===== src/rtl/spike_aer_encoder_if.sv =====
// AER output stream: one neuron address (or end-of-step token) per valid/ready handshake.
// Ports: aer_addr / aer_eos / aer_valid driven by the encoder (master), aer_ready by the consumer (slave).
// Parameter ADDR_W sets the neuron address width and must match the encoder's ADDR_W.
interface spike_aer_encoder_if #(
  parameter int ADDR_W = 3
);
  logic [ADDR_W-1:0] aer_addr;
  logic              aer_eos;
  logic              aer_valid;
  logic              aer_ready;

  modport master (
    output aer_addr,
    output aer_eos,
    output aer_valid,
    input  aer_ready
  );

  modport slave (
    input  aer_addr,
    input  aer_eos,
    input  aer_valid,
    output aer_ready
  );
endinterface


===== src/rtl/spike_aer_encoder.sv =====
// Purpose: captures one spike frame per timestep into a frame FIFO and serializes each frame into AER words.
// Latency: frame strobed at edge t is popped at edge t+1, first word valid after that edge; one idle bubble between frames.
// Backpressure: aer_ready low stalls the scanner with the word held stable; frames arriving while the FIFO is full are dropped and counted.
//
// Ports: clk, reset (sync, active high); enable gates frame capture only; spikes_in/spikes_valid frame input;
//        aer (spike_aer_encoder_if.master) output stream; fifo_level frames held; drop_count saturating drops;
//        busy = FIFO non-empty or scanner active.
// Optional build macro AER_EOS_EN: every accepted frame (including all-zero frames) ends with an EOS word.
module spike_aer_encoder #(
  parameter int N          = 8,
  parameter int ADDR_W     = 3,
  parameter int FIFO_DEPTH = 4,
  parameter int LVL_W      = 3
) (
  input  logic                 clk,
  input  logic                 reset,
  input  logic                 enable,
  input  logic [N-1:0]         spikes_in,
  input  logic                 spikes_valid,
  spike_aer_encoder_if.master  aer,
  output logic [LVL_W-1:0]     fifo_level,
  output logic [7:0]           drop_count,
  output logic                 busy
);

  localparam int              PTR_W    = LVL_W - 1;
  localparam logic [LVL_W-1:0] FULL_LVL = LVL_W'(FIFO_DEPTH);

  localparam logic [1:0] S_IDLE = 2'd0;
  localparam logic [1:0] S_SCAN = 2'd1;
  localparam logic [1:0] S_EOS  = 2'd2;

  // State entered once a frame has no events left to emit.
`ifdef AER_EOS_EN
  localparam logic [1:0] S_DONE = S_EOS;
`else
  localparam logic [1:0] S_DONE = S_IDLE;
`endif

  logic [N-1:0]       mem [FIFO_DEPTH];
  logic [PTR_W-1:0]   wr_ptr;
  logic [PTR_W-1:0]   rd_ptr;
  logic [1:0]         state;
  logic [N-1:0]       work;

  logic               frame_ok;
  logic               accept_req;
  logic               push;
  logic               drop;
  logic               pop;
  logic               hs;
  logic [N-1:0]       work_clr;
  logic [ADDR_W-1:0]  low_idx;

  // Empty frames carry no events; they are only worth storing when they produce an EOS token.
`ifdef AER_EOS_EN
  assign frame_ok = 1'b1;
`else
  assign frame_ok = |spikes_in;
`endif

  assign accept_req = spikes_valid & enable & frame_ok;
  // Full is judged on the registered level so a same-cycle pop never admits an extra frame.
  assign push = accept_req & (fifo_level != FULL_LVL);
  assign drop = accept_req & (fifo_level == FULL_LVL);
  assign pop  = (state == S_IDLE) & (fifo_level != '0);
  assign hs   = aer.aer_valid & aer.aer_ready;

  // Lowest set bit wins: scan from the top so the last assignment is the lowest index.
  always_comb begin
    low_idx = '0;
    for (int i = N - 1; i >= 0; i--) begin
      if (work[i]) begin
        low_idx = ADDR_W'(i);
      end
    end
  end

  // Clears exactly the lowest set bit.
  assign work_clr = work & (work - 1'b1);

  // Frame storage is not reset; only the pointers and level define its contents.
  always_ff @(posedge clk) begin
    if (push) begin
      mem[wr_ptr] <= spikes_in;
    end
  end

  always_ff @(posedge clk) begin
    if (reset) begin
      wr_ptr     <= '0;
      rd_ptr     <= '0;
      fifo_level <= '0;
      drop_count <= '0;
    end else begin
      if (push) begin
        wr_ptr <= wr_ptr + 1'b1;
      end
      if (pop) begin
        rd_ptr <= rd_ptr + 1'b1;
      end
      case ({push, pop})
        2'b10:   fifo_level <= fifo_level + 1'b1;
        2'b01:   fifo_level <= fifo_level - 1'b1;
        default: fifo_level <= fifo_level;
      endcase
      if (drop && (drop_count != 8'hFF)) begin
        drop_count <= drop_count + 8'd1;
      end
    end
  end

  always_ff @(posedge clk) begin
    if (reset) begin
      state <= S_IDLE;
      work  <= '0;
    end else begin
      case (state)
        S_IDLE: begin
          if (pop) begin
            work  <= mem[rd_ptr];
            state <= (|mem[rd_ptr]) ? S_SCAN : S_DONE;
          end
        end
        S_SCAN: begin
          if (hs) begin
            work <= work_clr;
            if (work_clr == '0) begin
              state <= S_DONE;
            end
          end
        end
        S_EOS: begin
          if (hs) begin
            state <= S_IDLE;
          end
        end
        default: state <= S_IDLE;
      endcase
    end
  end

  // Outputs depend only on registered state and the work register, never on aer_ready.
  assign aer.aer_valid = (state == S_SCAN) | (state == S_EOS);
  assign aer.aer_addr  = (state == S_SCAN) ? low_idx : '0;
`ifdef AER_EOS_EN
  assign aer.aer_eos   = (state == S_EOS);
`else
  assign aer.aer_eos   = 1'b0;
`endif

  assign busy = (fifo_level != '0) | (state != S_IDLE);

endmodule


===== src/flat_wrapper.sv =====
// flat-port wrapper written by rule: the top's interface ports become plain ports
module spike_aer_encoder_flat 
#(
  parameter int N          = 8,
  parameter int ADDR_W     = 3,
  parameter int FIFO_DEPTH = 4,
  parameter int LVL_W      = 3
)
  (clk, reset, enable, spikes_in, spikes_valid, fifo_level, drop_count, busy, aer_aer_addr, aer_aer_eos, aer_aer_valid, aer_aer_ready);
  spike_aer_encoder_if #(.ADDR_W(ADDR_W)) aer_i ();
  input  logic clk;
  input  logic reset;
  input  logic enable;
  input  logic [N-1:0] spikes_in;
  input  logic spikes_valid;
  output logic [LVL_W-1:0] fifo_level;
  output logic [7:0] drop_count;
  output logic busy;
  output wire logic [$bits(aer_i.aer_addr)-1:0] aer_aer_addr;
  output wire logic [$bits(aer_i.aer_eos)-1:0] aer_aer_eos;
  output wire logic [$bits(aer_i.aer_valid)-1:0] aer_aer_valid;
  input wire logic [$bits(aer_i.aer_ready)-1:0] aer_aer_ready;
  assign aer_aer_addr = aer_i.aer_addr;
  assign aer_aer_eos = aer_i.aer_eos;
  assign aer_aer_valid = aer_i.aer_valid;
  assign aer_i.aer_ready = aer_aer_ready;
  spike_aer_encoder #(.N(N), .ADDR_W(ADDR_W), .FIFO_DEPTH(FIFO_DEPTH), .LVL_W(LVL_W)) u_core (.clk(clk), .reset(reset), .enable(enable), .spikes_in(spikes_in), .spikes_valid(spikes_valid), .aer(aer_i), .fifo_level(fifo_level), .drop_count(drop_count), .busy(busy));
endmodule

===== config.mk =====
export PLATFORM = sky130hd
export DESIGN_NAME = spike_aer_encoder_flat
export DESIGN_NICKNAME = d
export VERILOG_FILES = /design/src/rtl/spike_aer_encoder_if.sv /design/src/rtl/spike_aer_encoder.sv /design/src/flat_wrapper.sv
export SDC_FILE = /design/constraint.sdc
export NUM_CORES = 1
export LEC_CHECK = 0
export ABC_AREA = 1
export ABC_CLOCK_PERIOD_IN_PS = 5150
export CAP_MARGIN = 20
export CORE_MARGIN = 10
export CORE_UTILIZATION = 55
export DETAILED_ROUTE_END_ITERATION = 8
export HOLD_SLACK_MARGIN = 0.1
export PLACE_DENSITY = 0.81
export RECOVER_POWER = 50
export SLEW_MARGIN = 20
export SYNTH_ARGS = -nofsm -noshare
export SYNTH_HDL_FRONTEND = slang
export SYNTH_SLANG_ARGS = --single-unit

===== constraint.sdc =====
create_clock -name clk -period 5.15 [get_ports clk]
set_input_delay 1.2875 -clock clk [delete_from_list [all_inputs] [get_ports clk]]
set_output_delay 1.2875 -clock clk [all_outputs]
set_load 0.05 [all_outputs]

* Word-level counts from Yosys, hierarchy flattened
Memory sizes are Yosys's and may differ from the RTL's. A register that Yosys moved wholly into a read port is not among the register bits.
Index checks and enable logic that the tools add are counted.
** Word-level totals
- Flip-flop bits (word level) :: 25
- Memory bits (writable) :: 32
- Input port bits :: 13
- Output and inout bits :: 17
- Logic and storage cells :: 67
- Memories :: 1
** Operators by class
- $add $sub $neg :: 6
- Equality and inequality tests :: 11
- Muxes and demuxes :: 23
- Bitwise operators :: 9
- Reduce and logical (&&, ||, !) cells :: 11
** Memory list
- u_core.mem :: words 4, bits a word 8, read ports 1, clocked after Yosys merged registers in 1, write ports 1, RTL line spike_aer_encoder.sv:40 : logic [N-1:0] mem [FIFO_DEPTH];
** Operator list (count)
- $mux W3 :: 9
- $mux W8 :: 2
- $pmux W8 S2 :: 1
- $reduce_or A8 Y1 :: 2
- $mux W2 :: 6
- $add A8 B1 Y8 const B :: 1
- $and A8 B8 Y8 :: 1
- $logic_not A8 Y1 :: 1
- $ne A2 B1 Y1 const B :: 4
- $ne A8 B8 Y1 const B :: 1
- $sub A8 B1 Y8 const B :: 1
- $and A1 B1 Y1 :: 6
- $pmux W2 S3 :: 1
- $pmux W3 S2 :: 1
- $reduce_bool A2 Y1 :: 3
- $add A2 B1 Y2 const B :: 2
- $eq A2 B1 Y1 const B :: 2
- $eq A2 B2 Y1 const B :: 2
- $reduce_and A4 Y1 :: 1
- $add A3 B1 Y3 const B :: 1
- $eq A3 B3 Y1 const B :: 1
- $mux W1 :: 3
- $ne A3 B3 Y1 const B :: 1
- $reduce_and A3 Y1 :: 1
- 5 further kinds :: 6

* Longest topological paths before layout
Gate-level depths: netlist of run 1.
- Word-level depth :: 9
- Mapped depth :: 12
- Gate-level depth less buffers :: 12

* Least setup slack after synthesis of run 1
No wires, ideal clock.
- Path kind :: register to output
- Start point :: register u_core.state[0]
- End point :: output aer_aer_addr[2]
- Arrival :: 2.115 ns
- Required time :: 3.863 ns
- Setup slack :: 1.747 ns
- Cell stages (with the launch flop) :: 3
- Buffers on the path :: 0
- Path through :: dfxtp_1 inv_2 a311oi_1
** Between the ends
- Cells in the longest elaborated chain, start to end :: 2
** Ends and longest elaborated chain
- start, declared :: RTL line spike_aer_encoder.sv:43 : logic [1:0] state;
- start signal, assigned :: RTL line spike_aer_encoder.sv:122 : state <= (|mem[rd_ptr]) ? S_SCAN : S_DONE;
- $eq A2 B1 Y1 :: RTL line spike_aer_encoder.sv:145 : assign aer.aer_addr = (state == S_SCAN) ? low_idx : '0;
- $mux W3 :: RTL line spike_aer_encoder.sv:145
- end, declared :: RTL line flat_wrapper.sv:19 : output wire logic [$bits(aer_i.aer_addr)-1:0] aer_aer_addr;
No other way between the ends.

* Worst setup path after layout of run 1
- Start point :: input spikes_in[2]
- End point :: register u_core.drop_count[7]
** Between the ends
- Cells in the longest elaborated chain, start to end :: 4
** Ends and longest elaborated chain
- start, declared :: RTL line flat_wrapper.sv:14 : input logic [N-1:0] spikes_in;
- $reduce_or A8 Y1 :: RTL line spike_aer_encoder.sv:59 : assign frame_ok = |spikes_in;
- $and A1 B1 Y1 :: RTL line spike_aer_encoder.sv:62 : assign accept_req = spikes_valid & enable & frame_ok;
- $and A1 B1 Y1 :: RTL line spike_aer_encoder.sv:65 : assign drop = accept_req & (fifo_level == FULL_LVL);
- $logic_and A1 B1 Y1 :: RTL line spike_aer_encoder.sv:107 : if (drop && (drop_count != 8'hFF)) begin
- end signal, assigned :: RTL line spike_aer_encoder.sv:108 : drop_count <= drop_count + 8'd1;
- end, declared :: RTL line spike_aer_encoder.sv:22 : output logic [7:0] drop_count,
No other way between the ends.
A chain may end at the register's enable or synchronous reset.

==> results.sh, run 1 <==
export IMPL_outcome="finished clean"
export IMPL_grt_pass1_vias=2168
export IMPL_dieArea_sq_um=8460
export IMPL_start_kind="input pin"
export IMPL_end_kind="flop"
export IMPL_antenna_found_initial=0
export IMPL_max_cap_violations=0
export IMPL_start_util_pct=56.2
export IMPL_ys_types=38
export IMPL_synth_edf_count=32
export IMPL_syn_instance_count=315
export IMPL_setup_violations=0
export IMPL_yosysTopAreaCell="edfxtp_1"
export IMPL_net_switching_power_mw=0.656
export IMPL_clock_skew_ns=0.00789
export IMPL_dieHeight_um=92.0
export IMPL_switching_share_pct=40.2
export IMPL_num_nets_final=363
export IMPL_cp_data_required_time_ns=5.36
export IMPL_synthSimpleGateAreaFrac_pct=27.4
export IMPL_boundaryPins=30
export IMPL_synth_xor_area_share_pct=0.922
export IMPL_period_share_pct=69.1
export IMPL_arrival_ns=3.76
export IMPL_drc=0
export IMPL_synth_ff_type="edfxtp_1"
export IMPL_synth_seq_cells=58
export IMPL_first_pass_iters=4
export IMPL_seq_area_frac_synth_pct=52.0
export IMPL_fillers=433
export IMPL_power_internal_mw=0.974
export IMPL_ir_drop_mv=0.252
export IMPL_detail_route_wl_per_cell_um=13.7
export IMPL_cts_hold_buf=0
export IMPL_r2r_cells=6
export IMPL_synth_common_cells="73 x nand2_1, 32 x edfxtp_1, 30 x nand3_1"
export IMPL_row_count=26
export IMPL_clk_latency_ns=0.33
export IMPL_die_w_um=92.0
export IMPL_slew_headroom_pct=10.7
export IMPL_vias_per_cell=5.13
export IMPL_yosysTopAreaCellShare_pct=33.7
export IMPL_grt_max_degree=18
export IMPL_totalPowerFinal_mw=1.63
export IMPL_max_freq_ghz=0.281
export IMPL_cts_buffers=9
export IMPL_vias=2144
export IMPL_htreeDepth=3
export IMPL_core_area_sq_um=5070
export IMPL_synth_top_family_by_area="simple AND/OR/NAND/NOR gates"
export IMPL_hp_start="u_core.rd_ptr[1]"
export IMPL_gp_congestion=0.854
export IMPL_ys_warnings_count=0
export IMPL_grt_usage_pct=14.6
export IMPL_worst_pin_slew_ns=1.33
export IMPL_cts_resized=0
export IMPL_leakagePower_nw=1.28
export IMPL_synth_fa_ha_area_share_pct=3.34
export IMPL_reg2reg_from="u_core.fifo_level[0]"
export IMPL_slew_viol_final=0
export IMPL_setup_tns_ns=0
export IMPL_rsz0062_at_grt="no"
export IMPL_synth_compound_area_share_pct=8.69
export IMPL_cp_max_fo=11
export IMPL_p_clk_share_pct=24.1
export IMPL_seq_power_share_pct=38.7
export IMPL_power_density_nw_per_um2=493
export IMPL_post_cts_setup_buffers=0
export IMPL_cts_buffer_depth=2
export IMPL_syn_area_per_cell_sq_um=9.05
export IMPL_min_path_type="reg -> reg"
export IMPL_drive_above_1_share_pct=13.2
export IMPL_reg2reg_to="u_core.drop_count[7]"
export IMPL_period_needed_ns=3.56
export IMPL_cts_root_buf="clkbuf_8"
export IMPL_drt_total_wl_um=5740
export IMPL_synth_async_reset_ratio_pct=0
export IMPL_clock_sinks=58
export IMPL_grt_pass1_wl_um=9980
export IMPL_grt_ovfl_total=0
export IMPL_syn_area_sq_um=2850
export IMPL_synth_most_common_cell="nand2_1"
export IMPL_syn_to_final_growth_pct=15.9
export IMPL_reg2reg_slack_ns=2.79
export IMPL_hold_depth=2
export IMPL_cts_tree="yes"
export IMPL_drtAntennaViolNets=0
export IMPL_dr_first_iter_drc_count=120
export IMPL_synthMuxAreaShare_pct=0
export IMPL_dpl_hpwl_um=4100
export IMPL_syn_nets=335
export IMPL_synth_area_leaders="edfxtp_1 34%, dfxtp_1 18%, nand2_1 9.6%"
export IMPL_criticalPathCategory="in -> reg"
export IMPL_comb_power_share_pct=37.2
export IMPL_io_buffers=28
export IMPL_finalHoldViolCount=0
export IMPL_diodes=0
export IMPL_path_clk_slew_ns=0.07
==> sequential cells by signal, summed over array words and instances (netlist names), named ones only <==
register and count:
u_core.fifo_level 3, u_core.wr_ptr 2, u_core.mem 32, u_core.work 8, u_core.rd_ptr 2, u_core.drop_count 8
u_core.state 1
==> worst max path at each step <==
stage               cells past startpoint       startpoint              endpoint  slack, ns
CTS                                     3  u_core.state[0]       aer_aer_addr[2]       1.59
global route                            8     spikes_in[2]  u_core.drop_count[1]       1.34
global placement                       13     spikes_in[7]  u_core.fifo_level[2]       1.66
floorplan                               2  u_core.state[0]       aer_aer_addr[2]       1.75
finish                                  8     spikes_in[2]  u_core.drop_count[7]       1.59
detailed placement                     13     spikes_in[2]  u_core.fifo_level[2]       1.57
==> stage by stage <==
step | util (%) | cells | instance area (sq um) | hold slack (ns) | setup WS [ns]
after floorplan | - | 315 | 2850 | 0.442 | 1.75
after global placement | 61.6 | 402 | 3130 | 0.456 | 1.66
after detailed placement | 61.6 | 402 | 3130 | 0.471 | 1.57
after CTS | 65.3 | 418 | 3310 | 0.478 | 1.59
after global routing | 65.1 | 418 | 3300 | 0.508 | 1.34
final | 65.1 | 418 | 3300 | 0.478 | 1.59
==> metal layers <==
layer | track usage, % | vias up | wire length (um)
met3 | 5.38 | 8 | 300
met4 | 6.81 | 0 | 90
li1 | - | 1113 | -
met5 | 0 | - | 0
met2 | 23.8 | 43 | 2810
met1 | 16.7 | 980 | 2540
==> cells in the final DEF, fill, tap and decap left out, drive strengths merged <==
master,instances
nand2,87
nand3,39
edfxtp,32
inv,29
nor2,28
dfxtp,26
a21oi,17
dlygate4sd3,14
clkdlybuf4s50,14
o21ai,12
clkbuf,11
a31oi,6
ha,6
o211ai,5
nand4,4
clkinv,3
nor3,2
nand3b,2
xor2,2
clkinvlp,2
a211oi,1
o21bai,1
a311oi,1
xnor2,1
fa,1
conb,1
bufinv,1
==> cell type report <==
cell class	instances	area [sq um]	share of cell area [%]
multi-input combinational	216	1140	34.7
inverter	30	123	3.71
clock buffer	11	131	3.98
tap	70	87.6	2.65
timing repair buffer	28	280	8.48
clock inverter	5	55.1	1.67
sequential	58	1480	44.8
==> power groups by stage <==
stage	registers (mW)	logic [mW]	clock network, mW
3_5_place_dp	0.641	0.614	0
6_report	0.631	0.606	0.392
3_3_place_gp	0.638	0.603	0
2_1_floorplan	0.637	0.492	0
5_1_grt	0.643	0.693	0.423
4_1_cts	0.632	0.616	0.403
==> critical path, stage by stage <==
cell,delay [ns]
dlygate4sd3_1,0.62
nor2_1,0.08
nand2_1,0.08
nor2_1,0.05
nor3_1,1.00
nand2_1,0.41
nand2_1,0.17
a21oi_1,0.07
==> cell families (layout without fill, tap and decap cells) <==
family,count (synthesis),after routing
compound gates,43,43
xor+xnor,3,3
fa+ha+maj,7,7
buf+inv,41,74
flops,58,58
other cells,1,1
simple gates,162,162
Power figures use the tool's default switching activity.
==> run 2, diff against run 1 <==
- ABC_CLOCK_PERIOD_IN_PS: 5150 -> 3500
- clock period: 5.15 -> 3.5 ns (I/O delays scaled with it)
==> run 2 against run 1 <==
Routed wire length shrank 0.77%. Cell area grew 0.98%. Worst setup slack lost 1.2 ns. Worst hold slack gained 0.0069 ns. Core utilization grew 0.64 points. Die area is the same. Power grew 52%. Final cell count grew 1.2%. Sequential cell count is the same. Global-route usage shrank 0.23 points. Clock skew shrank 0.0017 ns.
==> results.sh, run 2 (synthesis gave the netlist of run 1 again) <==
export IMPL_power_density_nw_per_um2=743
export IMPL_timing_final_ws_setup_ns=0.402
export IMPL_dieArea_sq_um=8460
export IMPL_boundaryPins=30
export IMPL_vias_per_cell=5.23
export IMPL_grt_use_met3_pct=4.40
export IMPL_detail_route_wl_per_cell_um=13.5
export IMPL_antenna_found_initial=0
export IMPL_cts_resized=0
export IMPL_reg_top3="u_core.mem x32, u_core.drop_count x8, u_core.work x8"
export IMPL_period_share_pct=88.5
export IMPL_cpPeakStageDelay_ns=0.84
export IMPL_row_count=26
export IMPL_leakagePower_nw=1.29
export IMPL_drt_total_wl_um=5690
export IMPL_largest_reg_flops=32
export IMPL_start_util_pct=56.2
export IMPL_dpl_hpwl_um=4120
export IMPL_r2r_cells=9
export IMPL_rsz0062_at_grt="no"
export IMPL_period_needed_ns=3.10
export IMPL_num_nets_final=368
export IMPL_cts_tree="yes"
export IMPL_cp_num_cells=3
export IMPL_drtAntennaViolNets=0
export IMPL_clock_skew_ns=0.00614
export IMPL_grt_max_degree=18
export IMPL_met2_usage_pct=22.3
export IMPL_worst_pin_slew_ns=0.806
export IMPL_cp_max_fo=13
export IMPL_cts_root_buf="clkbuf_8"
export IMPL_min_path_type="reg -> reg"
export IMPL_ir_drop_mv=0.461
export IMPL_diodes=0
export IMPL_dieHeight_um=92.0
export IMPL_drc=0
export IMPL_max_cap_violations=0
export IMPL_top_usage_layer="met2"
export IMPL_cts_hold_buf=0
export IMPL_cts_buffers=9
export IMPL_slew_headroom_pct=46.0
export IMPL_setup_violations=0
export IMPL_fillers=452
export IMPL_dr_first_iter_drc_count=106
export IMPL_clock_sinks=58
export IMPL_finalHoldViolCount=0
export IMPL_grt_ovfl_total=0
export IMPL_core_area_sq_um=5070
export IMPL_cp_cell_sequence="inv_2, a311oi_1, clkdlybuf4s50_1"
export IMPL_htreeDepth=3
export IMPL_start_kind="flop"
export IMPL_gp_congestion=0.865
export IMPL_grt_pass1_wl_um=9850
export IMPL_regMostFlops="u_core.mem"
export IMPL_cts_buffer_depth=2
export IMPL_path_clk_slew_ns=0.07
export IMPL_end_kind="output pin"
export IMPL_final_common_cell="nand2_1"
export IMPL_outcome="finished clean"
export IMPL_crit_family="buffers and inverters"
export IMPL_vias=2211
export IMPL_setup_tns_ns=0
export IMPL_first_pass_iters=4
export IMPL_drive_above_1_share_pct=13.0
export IMPL_slew_viol_final=0
export IMPL_io_buffers=28
export IMPL_grt_util_met1_pct=17.9
export IMPL_cp_data_required_time_ns=2.62
export IMPL_dp_slack_ns=0.268
export IMPL_grt_pass1_vias=2120
export IMPL_post_cts_setup_buffers=0
export IMPL_criticalPathCategory="reg -> out"
export IMPL_syn_to_final_growth_pct=17.0
export IMPL_crit_path_top_delay_cell="clkdlybuf4s50_1"
export IMPL_max_freq_ghz=0.323
export IMPL_die_w_um=92.0
export IMPL_arrival_ns=2.22
export IMPL_clk_latency_ns=0.33
export IMPL_critPathBufInv=2
export IMPL_grt_usage_pct=14.4
export IMPL_hold_depth=2
export IMPL_layout_common_cells="75 x nand2_1, 32 x nand3_1, 32 x edfxtp_1"
-- run 2: per-stage QoR --
step	instance area (sq um)	power, mW	utilization, %	instances	hold slack, ns
after floorplan	2850	1.66	-	315	0.442
after global placement	3160	1.83	62.4	407	0.456
after detailed placement	3160	1.85	62.4	407	0.477
after CTS	3370	2.51	66.5	423	0.488
after global routing	3340	2.66	65.7	423	0.512
final	3340	2.48	65.7	423	0.485
-- run 2: cell type report --
cell class	instances	area [sq um]	area share, %
Timing Repair Buffer	33	310	9.30
Clock buffer	10	128	3.83
Inverter	30	116	3.49
Clock inverter	6	81.3	2.44
Multi-Input combinational cell	216	1130	33.9
Tap cell	70	87.6	2.63
Sequential cell	58	1480	44.4
-- run 2: path summary, 6_finish.rpt --
kind / endpoint / start / slack, ns
worst min-delay path: u_core.rd_ptr[1] / u_core.rd_ptr[1] / 0.49
worst max-delay path: aer_aer_addr[2] / u_core.state[0] / 0.40
worst min register to register: u_core.rd_ptr[1] / u_core.rd_ptr[1] / 0.49
worst max register to register: u_core.state[0] / flop / 0.98
-- run 2: report_power, final --
group / internal, mW / switching, mW / leakage (nW)
Sequential: 0.807 / 0.114 / 0.504
Combinational: 0.301 / 0.596 / 0.681
Clock: 0.396 / 0.264 / 0.104
Total: 1.50 / 0.974 / 1.29
-- run 2: worst reg2reg max path, delay by kind of cell (launching register included) --
kind                   cells  cell delay (ns)
AO/OA/AOI/OAI              1             0.06
flip-flops                 1             0.70
buffers and inverters      1             0.87
AND/OR/NAND/NOR            7             0.77
-- run 2: layer usage --
| layer | wire length, um | share of wire (%) |
|---|---|---|
| met5 | 0 | 0 |
| met1 | 2560 | 45 |
| met2 | 2720 | 48 |
| met4 | 88 | 1.5 |
| met3 | 325 | 5.7 |
